## src/rtl/stp_count_min_sec_if.sv

```systemverilog
// Stopwatch min/sec control and display bundle.
// The master drives the control pulses; the slave returns the time.
interface stp_count_min_sec_if;
  logic       start;
  logic       pause;
  logic       stop;
  logic       rst_counters;
  logic       lap;
  logic [7:0] cs;
  logic [7:0] sec;
  logic [7:0] min;
  logic       count_up_hr;
  logic       running;
  logic [7:0] lap_cs;
  logic [7:0] lap_sec;
  logic [7:0] lap_min;
  logic       lap_valid;

  modport master (
    output start, pause, stop, rst_counters, lap,
    input  cs, sec, min, count_up_hr, running,
    input  lap_cs, lap_sec, lap_min, lap_valid
  );

  modport slave (
    input  start, pause, stop, rst_counters, lap,
    output cs, sec, min, count_up_hr, running,
    output lap_cs, lap_sec, lap_min, lap_valid
  );
endinterface

```

## src/rtl/stp_count_min_sec.sv

```systemverilog
// Stopwatch prescaler, cs/sec/min chain and start/pause/stop FSM.
// Lap capture is built only when STP_LAP_EN is defined.
module stp_count_min_sec #(
  parameter int TICK_DIV = 500000
) (
  input logic                 CLK,
  input logic                 rst,
  stp_count_min_sec_if.slave  bus
);

  localparam int PW = $clog2(TICK_DIV);
  localparam logic [PW-1:0] PRE_MAX = PW'(TICK_DIV - 1);

  typedef enum logic [1:0] {
    IDLE,
    RUN,
    PAUSED
  } state_t;

  state_t        r_state;
  logic          r_running;
  logic [PW-1:0] r_pre;
  logic [7:0]    r_cs;
  logic [7:0]    r_sec;
  logic [7:0]    r_min;
  logic          r_hr;

  logic w_clr;
  logic w_tick;
  logic w_cs_wrap;
  logic w_sec_wrap;
  logic w_min_wrap;

  assign w_clr      = bus.stop | bus.rst_counters;
  assign w_tick     = (r_state == RUN) && (r_pre == PRE_MAX);
  assign w_cs_wrap  = (r_cs == 8'd99);
  assign w_sec_wrap = (r_sec == 8'd59);
  assign w_min_wrap = (r_min == 8'd59);

  // Counter chain: a clear on the same edge discards any tick.
  always_ff @(posedge CLK or posedge rst) begin
    if (rst) begin
      r_pre <= '0;
      r_cs  <= '0;
      r_sec <= '0;
      r_min <= '0;
      r_hr  <= 1'b0;
    end else begin
      r_hr <= 1'b0;
      if (w_clr) begin
        r_pre <= '0;
        r_cs  <= '0;
        r_sec <= '0;
        r_min <= '0;
      end else if (r_state == RUN) begin
        r_pre <= w_tick ? '0 : r_pre + 1'b1;
        if (w_tick) begin
          r_cs <= w_cs_wrap ? 8'd0 : r_cs + 8'd1;
          if (w_cs_wrap) begin
            r_sec <= w_sec_wrap ? 8'd0 : r_sec + 8'd1;
            if (w_sec_wrap) begin
              r_min <= w_min_wrap ? 8'd0 : r_min + 8'd1;
              r_hr  <= w_min_wrap;
            end
          end
        end
      end
    end
  end

  always_ff @(posedge CLK or posedge rst) begin
    if (rst) begin
      r_state   <= IDLE;
      r_running <= 1'b0;
    end else if (bus.stop) begin
      r_state   <= IDLE;
      r_running <= 1'b0;
    end else if (!bus.rst_counters) begin
      unique case (r_state)
        IDLE, PAUSED: begin
          if (bus.start) begin
            r_state   <= RUN;
            r_running <= 1'b1;
          end
        end
        RUN: begin
          if (bus.pause) begin
            r_state   <= PAUSED;
            r_running <= 1'b0;
          end
        end
        default: begin
          r_state   <= IDLE;
          r_running <= 1'b0;
        end
      endcase
    end
  end

  assign bus.cs          = r_cs;
  assign bus.sec         = r_sec;
  assign bus.min         = r_min;
  assign bus.count_up_hr = r_hr;
  assign bus.running     = r_running;

`ifdef STP_LAP_EN
  logic [7:0] r_lap_cs;
  logic [7:0] r_lap_sec;
  logic [7:0] r_lap_min;
  logic       r_lap_valid;

  // Captures the pre-edge time, so a coincident tick is not seen.
  always_ff @(posedge CLK or posedge rst) begin
    if (rst) begin
      r_lap_cs    <= '0;
      r_lap_sec   <= '0;
      r_lap_min   <= '0;
      r_lap_valid <= 1'b0;
    end else if (w_clr) begin
      r_lap_cs    <= '0;
      r_lap_sec   <= '0;
      r_lap_min   <= '0;
      r_lap_valid <= 1'b0;
    end else if (bus.lap && r_state != IDLE) begin
      r_lap_cs    <= r_cs;
      r_lap_sec   <= r_sec;
      r_lap_min   <= r_min;
      r_lap_valid <= 1'b1;
    end
  end

  assign bus.lap_cs    = r_lap_cs;
  assign bus.lap_sec   = r_lap_sec;
  assign bus.lap_min   = r_lap_min;
  assign bus.lap_valid = r_lap_valid;
`else
  assign bus.lap_cs    = '0;
  assign bus.lap_sec   = '0;
  assign bus.lap_min   = '0;
  assign bus.lap_valid = 1'b0;
`endif

endmodule

```

## src/flat_wrapper.sv

```systemverilog
// flat-port wrapper written by rule: the top's interface ports become plain ports
module stp_count_min_sec_flat 
#(
  parameter int TICK_DIV = 500000
)
  (CLK, rst, bus_start, bus_pause, bus_stop, bus_rst_counters, bus_lap, bus_cs, bus_sec, bus_min, bus_count_up_hr, bus_running, bus_lap_cs, bus_lap_sec, bus_lap_min, bus_lap_valid);
  stp_count_min_sec_if bus_i ();
  input logic CLK;
  input logic rst;
  input wire logic [$bits(bus_i.start)-1:0] bus_start;
  input wire logic [$bits(bus_i.pause)-1:0] bus_pause;
  input wire logic [$bits(bus_i.stop)-1:0] bus_stop;
  input wire logic [$bits(bus_i.rst_counters)-1:0] bus_rst_counters;
  input wire logic [$bits(bus_i.lap)-1:0] bus_lap;
  output wire logic [$bits(bus_i.cs)-1:0] bus_cs;
  output wire logic [$bits(bus_i.sec)-1:0] bus_sec;
  output wire logic [$bits(bus_i.min)-1:0] bus_min;
  output wire logic [$bits(bus_i.count_up_hr)-1:0] bus_count_up_hr;
  output wire logic [$bits(bus_i.running)-1:0] bus_running;
  output wire logic [$bits(bus_i.lap_cs)-1:0] bus_lap_cs;
  output wire logic [$bits(bus_i.lap_sec)-1:0] bus_lap_sec;
  output wire logic [$bits(bus_i.lap_min)-1:0] bus_lap_min;
  output wire logic [$bits(bus_i.lap_valid)-1:0] bus_lap_valid;
  assign bus_i.start = bus_start;
  assign bus_i.pause = bus_pause;
  assign bus_i.stop = bus_stop;
  assign bus_i.rst_counters = bus_rst_counters;
  assign bus_i.lap = bus_lap;
  assign bus_cs = bus_i.cs;
  assign bus_sec = bus_i.sec;
  assign bus_min = bus_i.min;
  assign bus_count_up_hr = bus_i.count_up_hr;
  assign bus_running = bus_i.running;
  assign bus_lap_cs = bus_i.lap_cs;
  assign bus_lap_sec = bus_i.lap_sec;
  assign bus_lap_min = bus_i.lap_min;
  assign bus_lap_valid = bus_i.lap_valid;
  stp_count_min_sec #(.TICK_DIV(TICK_DIV)) u_core (.CLK(CLK), .rst(rst), .bus(bus_i));
endmodule
```

## config.mk

```make
export PLATFORM = sky130hd
export DESIGN_NAME = stp_count_min_sec_flat
export DESIGN_NICKNAME = d
export VERILOG_FILES = /design/src/rtl/stp_count_min_sec_if.sv /design/src/rtl/stp_count_min_sec.sv /design/src/flat_wrapper.sv
export SDC_FILE = /design/constraint.sdc
export NUM_CORES = 1
export LEC_CHECK = 0
export CORE_ASPECT_RATIO = 1.25
export CORE_UTILIZATION = 50
export DETAILED_ROUTE_END_ITERATION = 10
export PLACE_DENSITY = 0.78
export SYNTH_ARGS = -nofsm -noshare
export SYNTH_HDL_FRONTEND = slang
export SYNTH_SLANG_ARGS = --single-unit
```

## constraint.sdc

```tcl
create_clock -name CLK -period 7.2 [get_ports CLK]
set_clock_uncertainty 0.05 [all_clocks]
set_input_delay 1.08 -clock CLK [delete_from_list [all_inputs] [get_ports CLK]]
set_output_delay 1.08 -clock CLK [all_outputs]
set_load 0.01 [all_outputs]
```

==> flow_metrics.tcl, run 1 <==
set metrics [dict create \
    status "complete, no violations" \
    drv_cap 0 \
    reg2reg_from "u_core.r_pre[5]$_DFFE_PP0P_" \
    final_common_cell "dfrtp_1" \
    synth_area_leader_cell "dfrtp_1" \
    fill_cells 465 \
    p_per_area_nw_per_um2 145 \
    rsz0062_at_grt "false" \
    rrSetupSlack_ns 4.36 \
    grt_max_degree 48 \
    grt_pass1_wl_mm 9.95 \
    switching_share_pct 24.7 \
    hp-start "u_core.bus.min[4]$_DFFE_PP0P_" \
    antenna_cells 0 \
    dp.cells 398 \
    mostFrequentLayoutCells "47 x dfrtp_1, 32 x nor2_1, 31 x nand2_1, 31 x clkdlybuf4s50_1, 25 x conb_1" \
    period_minus_slack_ns 2.92 \
    worstPathRequired_ns 7.34 \
    cp_max_fo 22 \
    synth_area_leaders "dfrtp_1 42%, buf_4 6.8%, nor2_1 4.3%" \
    antenna_found_initial 0 \
    portBuffers 31 \
    finalInstanceArea_um2 3120 \
    vias_per_cell 5.87 \
    path_clk_slew_ns 0.08 \
    p_switching_mw 0.112 \
    worstSetupEndpointType "flop" \
    period_share_pct 40.5 \
    combPwrFrac_pct 7.6 \
    finalNetCount 354 \
    p_int_mw 0.339 \
    drt_wl_total_mm 5.95 \
    post_cts_buffers 0 \
    worst-setup-path-type "primary input to flop" \
    hold_depth 1 \
    routedWlPerCell_um 14.7 \
    cts.path.max_buffers 2 \
    max-slew-margin-rel_pct 35.2 \
    cts-root-buf "clkbuf_8" \
    critPathLaunchType "primary input" \
    synth_top_area_share_pct 42.4 \
    die_x_um 68.6 \
    dpl_cell_area_um2 3040 \
    gp_congestion 0.865 \
    synth_cell_types 44 \
    fmax_mhz 343 \
    track_usage_pct 22.3 \
    design.core.area_um2 5190 \
    synthArstFlopShare_pct 100 \
    worstHoldEndpoint "u_core.bus.min[4]$_DFFE_PP0P_" \
    synthFlopType "dfrtp_1" \
    instances_no_fill 404 \
    vdd_drop_max_v 0.000106 \
    setup_viol 0 \
    clock_latency_ns 0.30 \
    rows 29 \
    leakage_nw 1.26 \
    ant_nets 0 \
    fin_tns_setup_ns 0 \
    drtIter0Drc 136 \
    synth_edf_count 0 \
    layout-drive-gt1-share_pct 5.56 \
    grt_pass1_vias 2134 \
    reg2regPathDepth 5 \
    hpwlAfterDp_mm 4.14 \
    fin_util_pct 60.1 \
    cts_tree "built" \
    cts_max_level 2 \
    globalRouteOverflowTotal 0 \
    io_pins 58 \
    yosys_warnings 0 \
    area_growth_syn_to_layout_pct 12.4 \
    finalHoldViolations 0 \
    route.detailed.drc 0 \
    ys_seq_area_share_pct 42.4 \
    holdBufCountCts 0 \
    drv_slew 0 \
    firstDrtPassIters 4 \
    reg2reg_to "u_core.bus.min[5]$_DFFE_PP0P_" \
    die_y_um 85.3 \
    seq_power_share_pct 59.3 \
    hold_class "flop to flop" \
    arrival_ns 3.05 \
    die_area_um2 5850 \
    cts-resized-gates 0 \
    worst_pin_slew_ns 0.959 \
    start_util_pct 53.4 \
    pwr-share-clk_pct 33.1 \
    syn_inst 311 \
    synthesis.area_um2 2770 \
    numCtsBuffers 5 \
    cts.sinks 47 \
    ys_ff_latch 47 \
    dr_total_vias 2373 \
    syn_area_per_cell_um2 8.92 \
]
-- cells in the mapped netlist (2+ instances only) --
master and number:
nor2_1 32, a211oi_1 2, or4_1 6, or4_4 2
xor2_1 11, o31ai_1 12, o211ai_1 4, clkbuf_1 6
a31oi_1 2, and3_1 7, and4_1 2, nor4_1 7
nand2b_1 2, or2_2 4, o21ai_0 13, a21oi_1 15
nor3b_1 2, o311ai_0 2, nor3_1 2, nor2b_1 3
ha_1 4, nand4_1 10, dfrtp_1 47, o41ai_1 3
nand3b_1 4, nand2_1 31, inv_1 6, xnor2_1 4
or3_4 2, buf_4 25, or3_1 5, nand3_1 22
-- worst max-delay path, cell delays in order --
cell             delay [ns]
clkdlybuf4s50_1        0.57
nor2_1                 0.06
buf_4                  0.21
a211oi_1               0.63
and4_1                 0.30
xnor2_1                0.12
nor2_1                 0.07
-- layout make-up --
cell class / count / area (um2) / area share (%)
Sequential cell: 47 / 1180 / 37.7
Inverter: 6 / 22.5 / 0.723
Tap cell: 62 / 77.6 / 2.49
Timing Repair Buffer: 33 / 325 / 10.4
Clock buffer: 6 / 72.6 / 2.33
Multi-Input combinational cell: 250 / 1440 / 46.3
-- flip-flops by register name, indices dropped and copies added, names as in the netlist --
signal	count
u_core.r_state	2
u_core.bus.min	8
u_core.bus.count_up_hr	1
u_core.bus.sec	8
u_core.r_pre	19
u_core.bus.cs	8
u_core.bus.running	1
-- layer usage --
layer / vias to the layer above / share of wire (%) / GRT usage [%]
met5: - / 0 / 0
met4: 0 / 1.4 / 7.39
met3: 8 / 3.6 / 4.03
met2: 53 / 52 / 37.3
met1: 1164 / 43 / 28.3
li1: 1148 / - / -
-- through the flow --
step / setup slack [ns] / total power, mW / hold slack, ns
after floorplan: 4.43 / 0.305 / 0.453
after global placement: 4.03 / 0.306 / 0.475
after detailed placement: 3.97 / 0.307 / 0.488
after CTS: 4.28 / 0.454 / 0.496
after global routing: 4.05 / 0.471 / 0.523
final: 4.28 / 0.451 / 0.498
-- worst max path at each step --
stage,from,to,slack (ns),cells past startpoint
2_1_floorplan,u_core.r_pre[9]$_DFFE_PP0P_,u_core.bus.min[0]$_DFFE_PP0P_,4.43,6
3_3_place_gp,bus_stop,u_core.r_pre[8]$_DFFE_PP0P_,4.03,7
3_5_place_dp,bus_rst_counters,u_core.r_pre[8]$_DFFE_PP0P_,3.97,7
4_1_cts,bus_rst_counters,u_core.r_pre[8]$_DFFE_PP0P_,4.28,7
5_1_grt,bus_stop,u_core.r_pre[18]$_DFFE_PP0P_,4.05,7
6_report,bus_stop,u_core.r_pre[8]$_DFFE_PP0P_,4.28,7
-- kinds of logic (layout without fill, tap and decap cells) --
group,Yosys count,count (layout),share of synthesized area (%)
mux,2,2,0.767
xor+xnor,15,15,4.74
other cells,1,25,0.135
buf+inv,38,45,8.80
compound gates,58,58,13.4
simple gates,146,146,28.0
flops,47,47,42.4
fa+ha+maj,4,4,1.81
-- power by group through the flow --
stage	Sequential (mW)	Combinational [mW]	Clock, mW
finish	0.267	0.0341	0.149
global route	0.268	0.0390	0.164
CTS	0.267	0.0343	0.152
detailed placement	0.273	0.0341	0
global placement	0.273	0.0337	0
floorplan	0.273	0.0323	0
No activity file was read; power rests on OpenSTA's default activity.
==> inputs of run 2 (changes only) <==
Clock period 7.2 ns to 2.7 ns, I/O delays scaled along.
==> flow_metrics.tcl, run 2 (same netlist as run 1, synthesis figures left out) <==
set metrics [dict create \
    numCtsBuffers 5 \
    cts.sinks 47 \
    fmax_mhz 378 \
    status "complete, no violations" \
    grt_max_degree 23 \
    vdd_drop_max_v 0.000243 \
    track_usage_pct 23.3 \
    dpl_cell_area_um2 3170 \
    final_common_cell "dfrtp_1" \
    ant_nets 0 \
    cts_tree "built" \
    max-slew-margin-rel_pct 35.1 \
    die_area_um2 5850 \
    route.detailed.drc 0 \
    antenna_found_initial 0 \
    period_share_pct 98.1 \
    path_clk_slew_ns 0.09 \
    drv_cap 0 \
    p_per_area_nw_per_um2 387 \
    cts.path.max_buffers 2 \
    drv_slew 0 \
    arrival_ns 2.84 \
    instances_no_fill 424 \
    clock_latency_ns 0.31 \
    mostFrequentLayoutCells "47 x dfrtp_1, 32 x nor2_1, 31 x nand2_1, 31 x clkdlybuf4s50_1, 25 x conb_1" \
    cp_max_fo 7 \
    drt_wl_total_mm 6.34 \
    firstDrtPassIters 4 \
    worstPathRequired_ns 2.89 \
    routedWlPerCell_um 15.0 \
    fin_util_pct 63.6 \
    crit_start "u_core.r_pre[9]$_DFFE_PP0P_" \
    worst-setup-path-type "flop to flop" \
    dr_total_vias 2470 \
    period_minus_slack_ns 2.65 \
    gp_congestion 0.885 \
    worst_pin_slew_ns 0.961 \
    hold_class "primary input to asynchronous set/reset pin" \
    cts_max_level 2 \
    rows 29 \
    power_mw 1.28 \
    grt_pass1_wl_mm 10.3 \
    finalNetCount 372 \
    finalInstanceArea_um2 3300 \
    drtIter0Drc 149 \
    cts-root-buf "clkbuf_8" \
    reg2reg_from "u_core.r_pre[9]$_DFFE_PP0P_" \
    area_growth_syn_to_layout_pct 19.0 \
    io_pins 58 \
    regMostFlops "u_core.r_pre" \
    layout-drive-gt1-share_pct 11.9 \
    globalRouteOverflowTotal 0 \
    vias_per_cell 5.83 \
    fill_cells 446 \
    grt_pass1_vias 2272 \
    dp.cells 415 \
    finalHoldViolations 0 \
    holdBufCountCts 0 \
    die_x_um 68.6 \
    critPathLaunchType "flop" \
    leakage_nw 1.38 \
    design.core.area_um2 5190 \
    antenna_cells 0 \
    start_util_pct 53.4 \
    setup_viol 0 \
    hpwlAfterDp_mm 4.50 \
    rsz0062_at_grt "false" \
    worstSetupEndpointType "flop" \
    largest_reg_flops 19 \
    die_y_um 85.3 \
    portBuffers 31 \
]
-- run 2: cell types whose count changed in the layout (fill, tap and decap cells not counted) --
cell,delta
o31ai_2,+3
clkbuf_8,+2
buf_4,+18
nor3_1,-1
nor3_2,+1
o31ai_1,-3
-- run 2: what timing repair did --
action,in CTS,in global routing
pin swaps,4,2
resized for setup,0,4
setup endpoints to repair,1,6
setup buffers,1,0
-- run 2: routing by layer --
layer	vias to the layer above	global-route usage (%)	share of wire [%]
li1	1175	-	-
met1	1205	27.5	41
met2	78	39.2	52
met3	12	5.38	4.7
met4	0	9.85	2.1
met5	-	0	0
-- run 2: final cells by class --
class                   count  area [um2]  share of cell area [%]
repair buffers             51         460                    14.0
clock buffers               8         100                    3.03
inverters                   6        22.5                   0.683
flip-flops and latches     47        1180                    35.6
well taps                  62        77.6                    2.35
multi-input cells         250        1460                    44.3
-- run 2: path summary, 6_finish.rpt --
| path | endpoint | slack, ns | cells past startpoint |
|---|---|---|---|
| max | u_core.bus.min[0]$_DFFE_PP0P_ | 0.05 | 5 |
| min in group CLK | u_core.bus.cs[6]$_DFFE_PP0P_ | 0.50 | 1 |
| max reg2reg | u_core.bus.min[0]$_DFFE_PP0P_ | 0.05 | 5 |
| min | u_core.bus.min[5]$_DFFE_PP0P_ | 0.30 | 2 |
| min reg2reg | u_core.bus.cs[6]$_DFFE_PP0P_ | 0.50 | 1 |
| max in group asynchronous | u_core.bus.cs[7]$_DFFE_PP0P_ | 1.73 | 3 |
-- run 2: report_power, final --
| part | switching, mW | internal [mW] |
|---|---|---|
| logic | 0.0688 | 0.0278 |
| clock network | 0.234 | 0.234 |
| registers | 0.00509 | 0.708 |
-- run 2: through the flow --
step,setup TNS [ns],setup slack (ns),hold slack (ns)
5_1_grt,0,0.000197,0.329
3_5_place_dp,-0.00396,-0.00396,0.483
4_1_cts,0,0.0162,0.308
6_report,0,0.0511,0.295
2_1_floorplan,0,0.00139,0.418
3_3_place_gp,0,0.0400,0.477
-- run 2: worst max-delay path, cell delays in order, from the launching register on --
cell	delay, ns
dfrtp_1	0.39
or4_4	0.55
or4_4	0.56
or3_4	0.43
or4_1	0.48
a21oi_1	0.13
==> patch 1, RTL diff (settings of run 1) <==
Add a define of `STP_LAP_EN`.
--- a/src/rtl/stp_count_min_sec.sv
+++ b/src/rtl/stp_count_min_sec.sv
@@ -1,4 +1,6 @@
 // Stopwatch prescaler, cs/sec/min chain and start/pause/stop FSM.
 // Lap capture is built only when STP_LAP_EN is defined.
+`define STP_LAP_EN
+
 module stp_count_min_sec #(
   parameter int TICK_DIV = 500000
Function: changed (a bounded check fails within 4 cycles, from zero or initial values and one cycle with rst high).
==> patch 1 against run 1 <==
Synthesized cell count is 24% higher. Total power rose by 61%. Worst setup slack worse by 0.25 ns. Sequential cell count up 25. Area after synthesis rose by 28%. Register-to-register slack gained 0.34 ns. Count of clock-buffer cells in the layout up 4. Routed wire length up 35%. First-iteration DRC count grew 90%. Cell area rose by 40%. Combinational power barely moved. Final cell count increased by 32%. Critical path type unchanged. Largest power group unchanged.
==> patch 1: results (changes against run 1) <==
run_status: "finished, final reports clean"
slew-limit-headroom: 0.330  # -0.0223
distinct_cells_synth: 48  # +9.1%
via_count_of_the_first_global_routing_pass: 2872  # +35%
grtUsageMet1: 0.286  # +0.00276
nNonClkInverters: 8  # +2
detailed_place_hpwl_mm: 5.53  # +34%
synth.top_cells.by_count: "nand2_1 (73), dfrtp_1 (72), nor2_1 (42)"
cts_max_level: 3  # +1
via_count: 2996  # +26%
synth.yosys.seq_area_share: 0.509  # +0.0848
synth-compound-area-share: 0.122  # -0.0113
tritoncts.num_buffers: 9  # +4
timing.critical_path.slowest_cell_delay_ns: 0.79  # +0.16 ns
wl_met2_mm: 4.03  # +31%
buffers_excl_clock: 59  # +79%
buf_share: 0.135  # +0.0303
fillCellCount: 561  # +21%
critical-path-top-delay-family: "simple AND/OR/NAND/NOR gates"
r2r_start: "u_core.r_pre[0]"
ys_seq_elements: 72  # +53%
layout.clock.cell_area_share: 0.0394  # +0.0161
max_clock_freq_mhz: 316  # -8.0%
num-nets-final: 453  # +28%
post_synth_inst_count: 387  # +24%
post_synth.cell_area_avg_sq_um: 9.15  # +2.6%
cells_on_worst_reg2reg_path: 6  # +1
endpoint: "u_core.bus.sec[7]"
finalCoreUtilization: 0.650  # +0.0493
routabilityCongestion: 0.815  # -5.7%
reg2reg_setup_slack_ns: 4.70  # +0.34 ns
pin_count_of_the_biggest_net_entering_global_routing: 73  # +52%
critical_path.startpoint: "bus_rst_counters"
finalWirelength_mm: 8.02  # +35%
dr_wl_met3_um: 327  # +54%
-- patch 1: cell count changes in the layout (fill, tap and decap cells not counted), moves of 4 or more --
| cell | change |
|---|---|
| nor2_1 | +10 |
| o31ai_1 | -8 |
| dfrtp_1 | +25 |
| xor2_1 | +4 |
| a21oi_1 | +20 |
| conb_1 | -25 |
| nand3_1 | -4 |
| nand2_1 | +42 |
| or3_1 | -4 |
| clkbuf_8 | +5 |
| clkdlybuf4s50_1 | +26 |
-- patch 1: how the worst min path moves through the flow --
stage                                 to  slack [ns]  cells past startpoint
floorplan                u_core.r_pre[1]        0.47                      2
global placement    u_core.bus.lap_valid        0.43                      2
detailed placement  u_core.bus.lap_valid        0.44                      2
CTS                 u_core.bus.lap_valid        0.46                      2
global route        u_core.bus.lap_cs[6]        0.50                      2
finish              u_core.bus.lap_valid        0.46                      2
-- patch 1: power breakdown --
group          internal, mW  switching (mW)
Combinational       0.00869          0.0255
Sequential            0.405         0.00205
Clock                 0.132           0.151
==> patch 2, RTL diff (config.mk and constraints of run 1) <==
Without the edit above. The 3 states of `state_t` get a one-hot encoding in 3 bits.
--- a/src/rtl/stp_count_min_sec.sv
+++ b/src/rtl/stp_count_min_sec.sv
@@ -12,8 +12,8 @@
   localparam logic [PW-1:0] PRE_MAX = PW'(TICK_DIV - 1);
 
-  typedef enum logic [1:0] {
-    IDLE,
-    RUN,
-    PAUSED
+  typedef enum logic [2:0] {
+    IDLE   = 3'b001,
+    RUN    = 3'b010,
+    PAUSED = 3'b100
   } state_t;
 
Check against the original RTL: no difference found for any inputs over 10 cycles, from zero or initial values and one cycle with rst high; not proved beyond that.
==> patch 2 against run 1 <==
Largest power group unchanged. Sequential cell count up 1. Total power up 11%. Area after synthesis up 2.7%. Clock power up 30%. Sequential share of layout area down 0.17 points. Non-clock buffer count unchanged. Worst setup slack worse by 0.21 ns. Cell area up 2.7%. Highest routed layer unchanged. Global-route usage down 2.0 points. Utilization down 1.3 points. Via count down 0.97%. Routed wire length down 2.4%. First-iteration DRC count up 29%.
==> patch 2: results (changes against run 1) <==
cellPowerDensity_nw_per_um2: 156  # +8.1%
pre_cts_ws_ns: 3.82  # -0.147 ns
stdcell_count: 413  # +2.2%
num-nets-final: 359  # +1.4%
cts.path.max_buffers: 2  # unchanged
actual_transition_at_the_worst_max_transition_pin_ns: 0.981  # +0.0217 ns
synth.top_cells.by_count: "dfrtp_1 (47), nor2_1 (37), buf_4 (27)"
power_report.internal_total_mw: 0.384  # +13%
hold_path_startpoint: "u_core.bus.cs[7]"
r2r_start: "u_core.r_state[2]"
detailed_place_hpwl_mm: 4.00  # -3.5%
cts_post_setup_buffers_inserted: 0  # unchanged
power.leakage_nw: 1.32  # +4.4%
via_count: 2350  # -0.97%
drt_iter0_drc: 176  # +29%
finalCoreUtilization: 0.588  # -0.0126
synth_area_leaders: "dfrtp_1 (41%), buf_4 (7.1%), nor2_1 (4.9%)"
post_detailed_route_wirelength_per_cell_um: 14.1  # -4.5%
first_pass_grt_wire_length_mm: 9.94  # about the same
pin_count_of_the_biggest_net_entering_global_routing: 49  # +2.1%
post_dp_cell_area_sq_um: 3090  # +1.6%
largest_register_ff_count: 19  # unchanged
crit_path_max_fanout: 11  # -50%
count_of_instances_resized_after_the_clock_tree_is_built: 0  # unchanged
reg2reg_setup_slack_ns: 4.74  # +0.38 ns
crit_arrival_ns: 3.24  # +0.19 ns
worst_ir_drop_on_vdd_mv: 0.0828  # -22%
run_status: "finished, final reports clean"
distinct_cells_synth: 46  # +4.5%
fillCellCount: 485  # +4.3%
globalRouteTotalUtil: 0.203  # -0.0197
post_synth.cell_area_avg_sq_um: 8.92  # about the same
drive_gt1_frac: 0.0430  # -0.0126
final.hold.worst_slack_ns: 0.473  # -0.0248 ns
root_buffer: "clkbuf_8"
[patch 2: cell types whose count changed after synthesis, moves of 4 or more]
cell,before,now
and3_1,7,12
o31ai_1,12,3
nor2_1,32,37
nor4_1,7,3
nor3_1,2,6
nand2_1,31,26
xnor2_1,4,9
[patch 2: kinds of logic (layout without fill, tap and decap cells)]
group                      count (synthesis)  count (layout)  share of synthesized area
and+or+nand+nor                          149             149                      0.277
adders and majority gates                  4               4                     0.0176
xor gates and xnor gates                  21              21                     0.0646
other                                      1              25                    0.00132
AOI/OAI and AO/OA                         51              51                      0.113
buffers and inverters                     43              49                     0.0976
DFF                                       48              48                      0.422
muxes                                      2               2                    0.00703
[patch 2: worst max path at each step]
stage                          start                 to  slack [ns]  depth (start not counted)
CTS                         bus_stop  u_core.bus.min[5]        4.14                          7
global placement            bus_stop  u_core.bus.min[4]        3.80                          7
floorplan           bus_rst_counters  u_core.bus.sec[6]        4.72                          6
detailed placement          bus_stop  u_core.bus.min[5]        3.82                          7
global route                bus_stop  u_core.bus.min[5]        4.00                          7
finish                      bus_stop  u_core.bus.min[5]        4.08                          7
[patch 2: routing by layer]
metal | global-route usage | share of wire | wire [um] | vias to the layer above
met4 | 0.0649 | 0.011 | 61 | 0
met1 | 0.249 | 0.45 | 2580 | 1135
met3 | 0.0372 | 0.042 | 244 | 6
li1 | - | - | - | 1144
met2 | 0.362 | 0.50 | 2920 | 65
met5 | 0 | 0 | 0 | -
[patch 2: worst max-delay path: stages]
cell and delay [ns]:
clkdlybuf4s50_1 0.51, nor2_1 0.68, o41ai_1 0.19, buf_4 0.21
and3_1 0.22, nand2_1 0.19, o221ai_1 0.15
[patch 2: final cells by class]
cell class              instances  area share
multi-input cells             252       0.455
flip-flops and latches         48       0.376
inverters                       8     0.00938
clock buffers                   7      0.0238
repair buffers                 33       0.102
well taps                      64      0.0250
clock inverters                 1     0.00938
[patch 2: power by group through the flow]
stage / Combinational [mW] / Sequential, mW / Clock, mW
3_3_place_gp: 0.0337 / 0.279 / 0
6_report: 0.0338 / 0.273 / 0.193
4_1_cts: 0.0340 / 0.273 / 0.196
3_5_place_dp: 0.0340 / 0.279 / 0
2_1_floorplan: 0.0363 / 0.277 / 0
5_1_grt: 0.0383 / 0.274 / 0.209
